--- src/rtl/status_display_if.sv ---
// Status inputs and 7-segment display lines of the irrigation board.
// master drives status and reads the display; slave is the driver.
interface status_display_if;
  logic [2:0] water_level;
  logic [2:0] system_state;
  logic       alarm;
  logic       fertilising;
  logic       cleaning;
  logic [6:0] segments;
  logic [3:0] digit_n;
  logic       dp_n;

  modport master (
    output water_level,
    output system_state,
    output alarm,
    output fertilising,
    output cleaning,
    input  segments,
    input  digit_n,
    input  dp_n
  );

  modport slave (
    input  water_level,
    input  system_state,
    input  alarm,
    input  fertilising,
    input  cleaning,
    output segments,
    output digit_n,
    output dp_n
  );
endinterface

--- src/rtl/status_display_driver.sv ---
// Time-multiplexed 4-digit common-anode 7-segment driver.
// Shows tank fill %, a state letter, a cleaning flag and alarm blink.
module status_display_driver #(
  parameter int SCAN_DIV     = 1000,
  parameter int BLANK_CYCLES = 16,
  parameter int BLINK_FRAMES = 64
) (
  input logic            clock,
  input logic            reset,
  status_display_if.slave dif
);

  localparam int SW = (SCAN_DIV > 1) ? $clog2(SCAN_DIV) : 1;
  localparam int FW = (BLINK_FRAMES > 1) ? $clog2(BLINK_FRAMES) : 1;

  localparam logic [6:0] G_0     = 7'h40;
  localparam logic [6:0] G_1     = 7'h79;
  localparam logic [6:0] G_2     = 7'h24;
  localparam logic [6:0] G_3     = 7'h30;
  localparam logic [6:0] G_4     = 7'h19;
  localparam logic [6:0] G_5     = 7'h12;
  localparam logic [6:0] G_6     = 7'h02;
  localparam logic [6:0] G_7     = 7'h78;
  localparam logic [6:0] G_8     = 7'h00;
  localparam logic [6:0] G_9     = 7'h10;
  localparam logic [6:0] G_F     = 7'h0E;
  localparam logic [6:0] G_L     = 7'h47;
  localparam logic [6:0] G_C     = 7'h46;
  localparam logic [6:0] G_E     = 7'h06;
  localparam logic [6:0] G_S     = 7'h12;
  localparam logic [6:0] G_D     = 7'h21;
  localparam logic [6:0] G_DASH  = 7'h3F;
  localparam logic [6:0] G_BLANK = 7'h7F;

  // Letter for the system state code.
  function automatic logic [6:0] state_glyph(input logic [2:0] s);
    logic [6:0] g;
    unique case (s)
      3'd0:    g = G_DASH;
      3'd1:    g = G_F;
      3'd2:    g = G_C;
      3'd3:    g = G_E;
      3'd4:    g = G_S;
      3'd5:    g = G_D;
      default: g = G_E;
    endcase
    return g;
  endfunction

  // Tens digit of the fill percentage (level/7 * 100, "FL" when full).
  function automatic logic [6:0] tens_glyph(input logic [2:0] l);
    logic [6:0] g;
    unique case (l)
      3'd0:    g = G_0;
      3'd1:    g = G_1;
      3'd2:    g = G_2;
      3'd3:    g = G_4;
      3'd4:    g = G_5;
      3'd5:    g = G_7;
      3'd6:    g = G_8;
      default: g = G_F;
    endcase
    return g;
  endfunction

  // Units digit of the fill percentage.
  function automatic logic [6:0] units_glyph(input logic [2:0] l);
    logic [6:0] g;
    unique case (l)
      3'd0:    g = G_0;
      3'd1:    g = G_4;
      3'd2:    g = G_9;
      3'd3:    g = G_3;
      3'd4:    g = G_7;
      3'd5:    g = G_1;
      3'd6:    g = G_6;
      default: g = G_L;
    endcase
    return g;
  endfunction

  logic [SW-1:0] slot_q, slot_d;
  logic [1:0]    digit_q, digit_d;
  logic [FW-1:0] frame_q, frame_d;
  logic          blink_q, blink_d;

  logic [2:0]    snap_lvl_q, snap_lvl_d;
  logic [2:0]    snap_st_q, snap_st_d;
  logic          snap_al_q, snap_al_d;
  logic          snap_fe_q, snap_fe_d;
  logic          snap_cl_q, snap_cl_d;

  logic [6:0]    seg_q, seg_d;
  logic [3:0]    digit_n_q, digit_n_d;
  logic          dp_n_q, dp_n_d;

  logic          slot_wrap;
  logic          frame_wrap;
  logic          snap_take;
  logic          lit;
  logic [6:0]    glyph;

  // Scan counters and the free-running blink divider.
  always_comb begin
    slot_wrap  = (slot_q == SW'(SCAN_DIV - 1));
    frame_wrap = slot_wrap && (digit_q == 2'd3);
    slot_d     = slot_wrap ? '0 : slot_q + 1'b1;
    digit_d    = slot_wrap ? digit_q + 2'd1 : digit_q;
    frame_d    = frame_q;
    blink_d    = blink_q;
    if (frame_wrap) begin
      if (frame_q == FW'(BLINK_FRAMES - 1)) begin
        frame_d = '0;
        blink_d = ~blink_q;
      end else begin
        frame_d = frame_q + 1'b1;
      end
    end
  end

  // Capture all inputs once per frame so a frame never tears.
  always_comb begin
    snap_take  = (slot_q == '0) && (digit_q == 2'd0);
    snap_lvl_d = snap_lvl_q;
    snap_st_d  = snap_st_q;
    snap_al_d  = snap_al_q;
    snap_fe_d  = snap_fe_q;
    snap_cl_d  = snap_cl_q;
    if (snap_take) begin
      snap_lvl_d = dif.water_level;
      snap_st_d  = dif.system_state;
      snap_al_d  = dif.alarm;
      snap_fe_d  = dif.fertilising;
      snap_cl_d  = dif.cleaning;
    end
  end

  // Select the glyph and enables for the digit the counters point at.
  always_comb begin
    lit = (slot_q >= SW'(BLANK_CYCLES)) && !(snap_al_q && blink_q);
    unique case (digit_q)
      2'd0:    glyph = units_glyph(snap_lvl_q);
      2'd1:    glyph = tens_glyph(snap_lvl_q);
      2'd2:    glyph = snap_cl_q ? G_C : G_BLANK;
      default: glyph = state_glyph(snap_st_q);
    endcase
    digit_n_d = 4'b1111;
    seg_d     = G_BLANK;
    dp_n_d    = 1'b1;
    if (lit) begin
      digit_n_d = ~(4'b0001 << digit_q);
      seg_d     = glyph;
      dp_n_d    = !((digit_q == 2'd3) && snap_fe_q);
    end
  end

  // State and registered outputs; reset goes straight to dark.
  always_ff @(posedge clock) begin
    if (reset) begin
      slot_q     <= '0;
      digit_q    <= '0;
      frame_q    <= '0;
      blink_q    <= 1'b0;
      snap_lvl_q <= '0;
      snap_st_q  <= '0;
      snap_al_q  <= 1'b0;
      snap_fe_q  <= 1'b0;
      snap_cl_q  <= 1'b0;
      seg_q      <= G_BLANK;
      digit_n_q  <= 4'b1111;
      dp_n_q     <= 1'b1;
    end else begin
      slot_q     <= slot_d;
      digit_q    <= digit_d;
      frame_q    <= frame_d;
      blink_q    <= blink_d;
      snap_lvl_q <= snap_lvl_d;
      snap_st_q  <= snap_st_d;
      snap_al_q  <= snap_al_d;
      snap_fe_q  <= snap_fe_d;
      snap_cl_q  <= snap_cl_d;
      seg_q      <= seg_d;
      digit_n_q  <= digit_n_d;
      dp_n_q     <= dp_n_d;
    end
  end

  assign dif.segments = seg_q;
  assign dif.digit_n  = digit_n_q;
  assign dif.dp_n     = dp_n_q;

  a_one_digit: assert property (
    @(posedge clock) disable iff (reset)
    $countones(~digit_n_q) <= 1
  );

endmodule

--- src/flat_wrapper.sv ---
// flat-port wrapper written by rule: the top's interface ports become plain ports
module status_display_driver_flat 
#(
  parameter int SCAN_DIV     = 1000,
  parameter int BLANK_CYCLES = 16,
  parameter int BLINK_FRAMES = 64
)
  (clock, reset, dif_water_level, dif_system_state, dif_alarm, dif_fertilising, dif_cleaning, dif_segments, dif_digit_n, dif_dp_n);
  status_display_if dif_i ();
  input logic clock;
  input logic reset;
  input wire logic [$bits(dif_i.water_level)-1:0] dif_water_level;
  input wire logic [$bits(dif_i.system_state)-1:0] dif_system_state;
  input wire logic [$bits(dif_i.alarm)-1:0] dif_alarm;
  input wire logic [$bits(dif_i.fertilising)-1:0] dif_fertilising;
  input wire logic [$bits(dif_i.cleaning)-1:0] dif_cleaning;
  output wire logic [$bits(dif_i.segments)-1:0] dif_segments;
  output wire logic [$bits(dif_i.digit_n)-1:0] dif_digit_n;
  output wire logic [$bits(dif_i.dp_n)-1:0] dif_dp_n;
  assign dif_i.water_level = dif_water_level;
  assign dif_i.system_state = dif_system_state;
  assign dif_i.alarm = dif_alarm;
  assign dif_i.fertilising = dif_fertilising;
  assign dif_i.cleaning = dif_cleaning;
  assign dif_segments = dif_i.segments;
  assign dif_digit_n = dif_i.digit_n;
  assign dif_dp_n = dif_i.dp_n;
  status_display_driver #(.SCAN_DIV(SCAN_DIV), .BLANK_CYCLES(BLANK_CYCLES), .BLINK_FRAMES(BLINK_FRAMES)) u_core (.clock(clock), .reset(reset), .dif(dif_i));
endmodule
--- config.mk ---
export PLATFORM = sky130hd
export DESIGN_NAME = status_display_driver_flat
export DESIGN_NICKNAME = d
export VERILOG_FILES = /design/src/rtl/status_display_if.sv /design/src/rtl/status_display_driver.sv /design/src/flat_wrapper.sv
export SDC_FILE = /design/constraint.sdc
export NUM_CORES = 1
export LEC_CHECK = 0
export ABC_CLOCK_PERIOD_IN_PS = 4500
export CORE_ASPECT_RATIO = 1.2
export CORE_UTILIZATION = 25
export CTS_CLUSTER_SIZE = 30
export DETAILED_ROUTE_END_ITERATION = 7
export GPL_TIMING_DRIVEN = 0
export MAX_ROUTING_LAYER = met4
export PLACE_DENSITY_LB_ADDON = 0.2
export RECOVER_POWER = 100
export SYNTH_ARGS = -nofsm -noshare
export SYNTH_HDL_FRONTEND = slang
export SYNTH_SLANG_ARGS = --single-unit
--- constraint.sdc ---
create_clock -name clock -period 4.5 [get_ports clock]
set_input_delay 0.45 -clock clock [delete_from_list [all_inputs] [get_ports clock]]
set_output_delay 0.45 -clock clock [all_outputs]
set_load 0.03 [all_outputs]
==> impl_metrics.ini, run 1 <==
[outcome]
status = finished clean

[placed_design]
io_buffers = 22
dp_hpwl_um = 2846
gp_congestion = 0.7717

[die]
die_area_um2 = 7911
io_pins = 23
die_h_um = 97.23
core_um2 = 7274
rows = 34
initial_core_util_pct = 25.97
die_w_um = 81.36

[layout]
nets = 253
area_growth_pct = 21.13
layout_common_cells = dfxtp_1, nor2_1, nand2_1, dlygate4sd3_1
drive_above_1_share_pct = 5.106
antenna_cells = 0
layout_commonest_cell = dfxtp_1

[sta]
period_needed_ns = 2.206
final.period_utilization_pct = 49.03
tightest_slew_ns = 0.8570
fin_setup_tns_ns = 0
max-slew-margin-rel_pct = 42.34
setup_viol = 0
hold_violations = 0
skew_ns = 0.007658
fmax_mhz = 453.3
rsz0062_at_grt = no
slew_violations = 0

[logic_synthesis]
syn_nets = 224
synth_flop_cell = dfxtp_1
netlist_instances = 205
synth.cell_area_um2 = 1889
syn_avg_cell_area_um2 = 9.216
yosysSeqAreaShare_pct = 42.38
yosysWarnings = 0
synthArstFlopShare_pct = 0
ys_seq_elements = 40
ys_types = 43
synth_edf_count = 0

[critical_path]
startpoint_type = flop
worstSetupEndpointType = flop
arrival_ns = 2.36
worstPathRequired_ns = 4.66
path_class = flop to flop
critPathMaxFanout = 10

[clock_network]
cts.clk_slew.worst_paths_ns = 0.08
cts_root_buf = clkbuf_8
cts_made_buffers = 5
hold_buffers = 0
cts_tree = done
cts_setup_buffers = 0
clockBufferDepth = 2
cts-resized-gates = 0
clkLatencyLatePin_ns = 0.29
htreeDepth = 2
cts_sinks = 40

[grt]
antenna_found_initial = 0
grt_pass1_vias = 1485
grtUsageTotal_pct = 11.46
overflow = 0
grt_max_degree = 13
grt_pass1_wl_um = 6837

[detailed_routing]
totalWireLength_um = 3874
drt.antenna.violating_nets = 0
routedWlPerCell_um = 11.92
drt_iter0_drc = 39
drcViolationCount = 0
vias = 1472
via_per_inst = 4.529
firstDrtPassIters = 4

[pwr]
p_clk_share_pct = 39.2
combPwrFrac_pct = 9.4
leakagePower_nw = 0.8285
powerDensity_nw_per_um2 = 318.4
power.switching_mw = 0.1658
total_power_mw = 0.7285
swShare_pct = 22.76
irDropWorstVdd_mv = 0.1175
intPower_mw = 0.5627
seqPwrFrac_pct = 51.4

[min_path]
holdCritPathClass = flop to flop

[job]
cap_violations = 0
## sequential cells by signal, summed over array words and instances (netlist names)
signal and cells:
u_core.frame_q 6, u_core.dif.dp_n 1, u_core.dif.segments 7, u_core.slot_q 10
u_core.dif.digit_n 4, u_core.snap_fe_q 1, u_core.snap_lvl_q 3, u_core.snap_st_q 3
u_core.digit_q 2, u_core.snap_cl_q 1, u_core.snap_al_q 1, u_core.blink_q 1
## worst paths after layout
kind	from	end	slack [ns]	cells after the start
min reg2reg	u_core.snap_fe_q	u_core.dif.dp_n	0.40	1
max reg2reg	u_core.digit_q[0]	u_core.snap_st_q[1]	2.29	8
max	u_core.digit_q[0]	u_core.snap_st_q[1]	2.29	8
min	u_core.snap_fe_q	u_core.dif.dp_n	0.40	1
## Yosys cell counts (2+ instances only)
library cell	count	area share, %
xor2_1	3	1.4
nor2b_1	3	0.99
dfxtp_1	40	42
a221oi_1	2	0.93
nand2_1	13	2.6
nor4_4	3	3.4
buf_2	2	0.53
o211ai_1	4	1.6
nor3_1	4	1.1
a211oi_1	2	0.79
nor2_1	32	6.4
inv_1	9	1.8
a21oi_1	6	1.6
mux2i_1	11	5.8
clkbuf_1	8	1.6
nand4_1	4	1.3
o21ai_0	6	1.6
nor4_1	3	0.99
ha_1	8	5.3
xnor2_1	11	5.1
nand3_1	6	1.6
nand2b_1	3	0.99
nor3b_1	2	0.79
## through the flow
step	hold WS (ns)	setup slack, ns	util, %	cell area (um2)	instances
global route	0.4253	2.027	31.46	2288	325
global placement	0.3874	2.393	30.55	2222	317
detailed placement	0.3931	2.401	30.55	2222	317
finish	0.4038	2.294	31.46	2288	325
CTS	0.4122	2.471	32.03	2330	325
floorplan	0.3676	2.801	-	1889	205
## routing by layer
metal / vias to the layer above / routed length, um / share of wire, % / track usage (%)
met5: - / 0 / 0 / -
met4: 0 / 48 / 1.2 / 3.297
met3: 5 / 126 / 3.3 / 2.911
met2: 19 / 1915 / 49 / 18.91
met1: 685 / 1783 / 46 / 13.43
li1: 763 / - / - / -
## power groups by stage
stage	combinational, mW	clock (mW)	sequential, mW
6_report	0.0684	0.285	0.375
3_5_place_dp	0.0705	0	0.383
5_1_grt	0.0779	0.311	0.377
3_3_place_gp	0.0703	0	0.383
2_1_floorplan	0.0496	0	0.380
4_1_cts	0.0707	0.298	0.375
## critical path: stages (launching register included)
cell	delay (ns)
dfxtp_1	0.42
inv_1	0.09
ha_1	0.20
clkbuf_1	0.22
nor4bb_1	0.21
nand3_1	0.10
clkbuf_1	0.54
mux2i_1	0.25
nor2_1	0.05
## cell type report
cell class	instances	area, um2
fill	771	4986
multi-input combinational	145	964.7
sequential	40	800.8
timing repair buffer	22	220.2
tap	90	112.6
clock buffer	6	72.57
buffer	11	48.80
clock inverter	2	35.03
inverter	9	33.78
## cells by family after synthesis
kind of cell             share of synthesized area, %
XOR/XNOR                                        6.490
multiplexers                                    7.219
adder cells (fa/ha/maj)                         5.298
buffers and inverters                           4.503
flip-flops                                      42.38
AND/OR/NAND/NOR                                 24.50
AO/OA/AOI/OAI                                   9.604
Power figures use the tool's default switching activity.
==> inputs of run 2 (changes only) <==
--- a/config.mk
+++ b/config.mk
@@ -5,7 +5,7 @@
 export SDC_FILE = /design/constraint.sdc
 export NUM_CORES = 1
 export LEC_CHECK = 0
-export ABC_CLOCK_PERIOD_IN_PS = 4500
+export ABC_CLOCK_PERIOD_IN_PS = 1840
 export CORE_ASPECT_RATIO = 1.2
 export CORE_UTILIZATION = 25
 export CTS_CLUSTER_SIZE = 30
==> constraint.sdc (replaced) <==
create_clock -name clock -period 1.84 [get_ports clock]
set_input_delay 0.184 -clock clock [delete_from_list [all_inputs] [get_ports clock]]
set_output_delay 0.184 -clock clock [all_outputs]
set_load 0.03 [all_outputs]
==> run 2 against run 1 <==
Non-clock buffer count unchanged. Worst setup slack worse by 2.2 ns. First-iteration DRC count is 13% lower. Largest cell class unchanged.
==> impl_metrics.ini, run 2 (same netlist as run 1, synthesis figures left out) <==
[detailed_routing]
drcViolationCount = 0
totalWireLength_um = 3911
firstDrtPassIters = 4
vias = 1467
routedWlPerCell_um = 12.03
drt.antenna.violating_nets = 0
via_per_inst = 4.514
drt_iter0_drc = 34

[die]
initial_core_util_pct = 25.97
io_pins = 23
die_w_um = 81.36
die_area_um2 = 7911
rows = 34
core_um2 = 7274
die_h_um = 97.23

[min_path]
holdCritPathClass = flop to flop
worstHoldPathCells = 1

[clock_network]
cts_sinks = 40
cts_made_buffers = 5
cts_root_buf = clkbuf_8
clockBufferDepth = 2
clkLatencyLatePin_ns = 0.29
hold_buffers = 0
cts_tree = done
cts.clk_slew.worst_paths_ns = 0.08
htreeDepth = 2

[sta]
setup_viol = 0
fmax_mhz = 562.4
hold_violations = 0
fin_hold_ws_ns = 0.4051
slew_violations = 0
period_needed_ns = 1.778
max-slew-margin-rel_pct = 63.11
final.period_utilization_pct = 96.63
tightest_slew_ns = 0.5534
skew_ns = 0.007552
rsz0062_at_grt = yes

[critical_path]
crit_chain = or3b_1 > buf_6 > nor4_4 > nand3_1 > mux2_4
critPathMaxFanout = 7
slowest_delay_ns = 0.41
startpoint_type = flop
worstPathRequired_ns = 2.02
cpLargestDelayFamily = simple AND/OR/NAND/NOR gates
path_class = flop to flop
cp.depth = 5
crit_buf_inv = 1
worstSetupEndpointType = flop
r2r_cells = 5
critPathSlowestCell = or3b_1
arrival_ns = 1.96

[layout]
final_cells = 325
top_register = u_core.slot_q
antenna_cells = 0
drive_above_1_share_pct = 10.64
area_growth_pct = 25.76
layout_common_cells = dfxtp_1, nor2_1, dlygate4sd3_1
largest_reg_flops = 10
nets = 253
final.fill_count = 759
layout_commonest_cell = dfxtp_1

[pwr]
leakagePower_nw = 0.9045
irDropWorstVdd_mv = 0.2877
powerDensity_nw_per_um2 = 755.0

[placed_design]
placed_cells = 317
dp_hpwl_um = 2846
io_buffers = 22
gp_congestion = 0.7717

[grt]
grt_pass1_wl_um = 6817
grt_max_degree = 13
grtUsageTotal_pct = 11.42
grt_pass1_vias = 1476
antenna_found_initial = 0
overflow = 0

[job]
cap_violations = 0

[outcome]
status = finished clean
## run 2: cell count changes in the layout (fill, tap and decap cells not counted), moves of 2 or more
cell	previous run	this run
ha_2	0	2
ha_1	8	5
nor4_4	1	3
clkbuf_2	0	2
buf_4	0	2
clkbuf_1	11	6
nor4_1	5	3
## run 2: power breakdown
group	switching, mW	total (mW)	internal, mW
registers	0.0267	0.917	0.890
logic	0.0840	0.170	0.0865
clock network	0.304	0.707	0.403
total	0.415	1.79	1.38
## run 2: final timing paths
kind,start,endpoint,slack (ns)
min,u_core.snap_fe_q,u_core.dif.dp_n,0.41
max,u_core.slot_q[3],u_core.frame_q[5],0.06
min reg2reg,u_core.snap_fe_q,u_core.dif.dp_n,0.41
max reg2reg,u_core.slot_q[3],u_core.frame_q[5],0.06
## run 2: layout make-up
cell class	count	area, um2	area share [%]
Multi-Input combinational cell	145	1039	43.71
Sequential cell	40	800.8	33.70
Timing Repair Buffer	24	235.2	9.900
Tap cell	90	112.6	4.739
Clock buffer	6	72.57	3.054
Buffer	9	47.55	2.001
Clock inverter	2	35.03	1.474
Inverter	9	33.78	1.422
## run 2: metrics by stage
step                      setup TNS [ns]  worst slack (ns)  power, mW  utilization (%)  cell area (um2)
after floorplan                        0            0.1414      1.050                -             1889
after global placement            -1.714           -0.1968      1.108            30.55             2222
after detailed placement          -1.485           -0.1747      1.109            30.55             2222
after CTS                              0           0.02232      1.818            31.96             2325
after global routing            -0.06868          -0.04070      1.878            32.66             2376
final                                  0           0.06204      1.794            32.66             2376
## run 2: timing repair
item / 4_1_cts / 5_1_grt
gates cloned: 0 / 0
setup endpoints to repair: 10 / 23
setup buffers: 0 / 2
resized for setup: 1 / 10
pin swaps: 0 / 1
hold endpoints to repair: 0 / 0
## run 2: worst register-to-register path: stages (launching register included)
cell and delay, ns:
dfxtp_1 0.36, or3b_1 0.41, buf_6 0.16, nor4_4 0.31, nand3_1 0.13, mux2_4 0.31
## run 2: layer usage
metal / part of all wire, % / global-route usage [%] / vias to the layer above
met5: 0 / - / -
met4: 1.3 / 3.297 / 0
met3: 3.0 / 2.911 / 5
met2: 50 / 18.78 / 17
met1: 45 / 13.43 / 682
li1: - / - / 763
==> inputs of run 3 (changes only) <==
--- a/config.mk
+++ b/config.mk
@@ -5,6 +5,7 @@
 export SDC_FILE = /design/constraint.sdc
 export NUM_CORES = 1
 export LEC_CHECK = 0
+export ABC_AREA = 1
 export ABC_CLOCK_PERIOD_IN_PS = 1840
 export CORE_ASPECT_RATIO = 1.2
 export CORE_UTILIZATION = 25
==> run 3 against run 2 <==
Sequential power is 0.7% higher. Wire length is 9.3% higher. Non-clock buffer count is 8 lower. Final area is 1.8% lower. Combinational power hardly changed.
==> impl_metrics.ini, run 3 <==
[grt]
antenna_found_initial = 0
grt_busiest_layer = met2
grt_util_met2_pct = 21.17
grt_max_degree = 14
gr-usage-met3_pct = 3.178
grtUsageTotal_pct = 12.10
grtUsageMet1_pct = 13.45
grt_pass1_vias = 1639
overflow = 0
grt_pass1_wl_um = 7265

[die]
io_pins = 23
die_h_um = 97.89
die_w_um = 81.91
core_um2 = 7317
die_area_um2 = 8018
initial_core_util_pct = 26.18
rows = 34

[critical_path]
arrival_ns = 1.85
worstPathRequired_ns = 2.06
critPathMaxFanout = 6
slowest_delay_ns = 0.42
startpoint_type = flop
critPathSlowestCell = dfxtp_1
crit_chain = ha_1 > nand4_1 > clkinvlp_2 > nand2_1 > a21oi_1
path_class = flop to flop
r2r_cells = 5
worstSetupEndpointType = flop

[detailed_routing]
drt.antenna.violating_nets = 0
firstDrtPassIters = 4
via_per_inst = 4.471
vias = 1708
drt_iter0_drc = 52
drcViolationCount = 0
totalWireLength_um = 4276
routedWlPerCell_um = 11.19

[logic_synthesis]
synthArstFlopShare_pct = 0
synth_flop_cell = dfxtp_1
netlist_instances = 263
yosysSeqAreaShare_pct = 41.80
synth_edf_count = 0
ys_types = 32
syn_avg_cell_area_um2 = 7.284
synth.cell_area_um2 = 1916
synth.most_common_cell = nand2_1
ys_seq_elements = 40
yosys.area.top_type = dfxtp_1
yosysTopAreaCellShare_pct = 41.80
ys_top_cells_by_area = dfxtp_1, nand2_1, nor2_1
synth_commonest_cells = nand2_1, dfxtp_1, nor2_1, inv_1, nand3_1
yosysWarnings = 0
syn_nets = 282

[placed_design]
placed_cells = 374
dp_slack_ns = 0.1666
io_buffers = 21
dp_hpwl_um = 3274
gp_congestion = 0.8064
place_area_um2 = 2238

[pwr]
total_power_mw = 1.802
p_clk_share_pct = 39.4
swShare_pct = 24.26
leakagePower_nw = 0.9067
powerDensity_nw_per_um2 = 772.6
power.switching_mw = 0.4372
combPwrFrac_pct = 9.3
intPower_mw = 1.365
seqPwrFrac_pct = 51.2
irDropWorstVdd_mv = 0.2866

[clock_network]
clkLatencyLatePin_ns = 0.29
cts_sinks = 40
cts_made_buffers = 5
cts_tree = done
hold_buffers = 0
cts.clk_slew.worst_paths_ns = 0.08
cts-resized-gates = 0
htreeDepth = 2
cts_setup_buffers = 0
clockBufferDepth = 2
cts_root_buf = clkbuf_8

[layout]
nets = 310
final_cells = 382
fin_area_um2 = 2332
final_util_pct = 31.87
layout_common_cells = nand2_1, dfxtp_1, nor2_1
antenna_cells = 0
area_growth_pct = 21.75
drive_above_1_share_pct = 7.192
largest_reg_flops = 10
layout_commonest_cell = nand2_1
top_register = u_core.slot_q

[min_path]
holdCritPathClass = primary input to flop
worstHoldPathCells = 2

[sta]
setup_viol = 0
final.period_utilization_pct = 88.55
fin_ws_ns = 0.2107
fin_setup_tns_ns = 0
rsz0062_at_grt = no
max-slew-margin-rel_pct = 77.04
tightest_slew_ns = 0.3435
period_needed_ns = 1.629
slew_violations = 0
hold_violations = 0
fin_hold_ws_ns = 0.1894
skew_ns = 0.004337
fmax_mhz = 613.7

[outcome]
status = finished clean

[job]
cap_violations = 0
## run 3: per-layer routing
layer  vias up  wire length, um
li1        915                -
met1       760             1939
met2        28             2156
met3         5              141
met4         0               38
met5         -                0
## run 3: worst max-delay path: cells and delay by family, from the launching register on
kind	cells	cell delay, ns
flip-flops	1	0.42
AND/OR/NAND/NOR	2	0.40
adder cells (fa/ha/maj)	1	0.33
buffers and inverters	1	0.28
AO/OA/AOI/OAI	1	0.12
## run 3: final timing paths
path | start | endpoint | slack, ns
max | u_core.digit_q[0] | u_core.frame_q[3] | 0.21
min reg2reg | u_core.snap_fe_q | u_core.dif.dp_n | 0.43
min | reset | u_core.frame_q[1] | 0.19
max reg2reg | u_core.digit_q[0] | u_core.frame_q[3] | 0.21
## run 3: power by group through the flow
stage | registers (mW) | clock network (mW) | logic (mW)
after floorplan | 0.936 | 0 | 0.117
after global placement | 0.942 | 0 | 0.169
after detailed placement | 0.943 | 0 | 0.172
after CTS | 0.923 | 0.742 | 0.172
after global routing | 0.929 | 0.783 | 0.194
final | 0.923 | 0.711 | 0.168
## run 3: kinds of logic (layout without fill, tap and decap cells)
family	count (synthesis)	count (layout)	share of synthesized area [%]
buf+inv	35	64	7.641
flops	40	40	41.80
fa+ha+maj	8	8	5.226
simple gates	138	138	33.12
compound gates	40	40	11.30
xor+xnor	2	2	0.9146
## run 3: cell type report
cell class	instances	area (um2)
flip-flops and latches	40	800.8
well taps	90	112.6
clock inverters	3	42.54
multi-input cells	188	950.9
clock buffers	5	68.82
fillers	830	4985
repair buffers	21	210.2
inverters	31	117.6
plain buffers	4	28.78
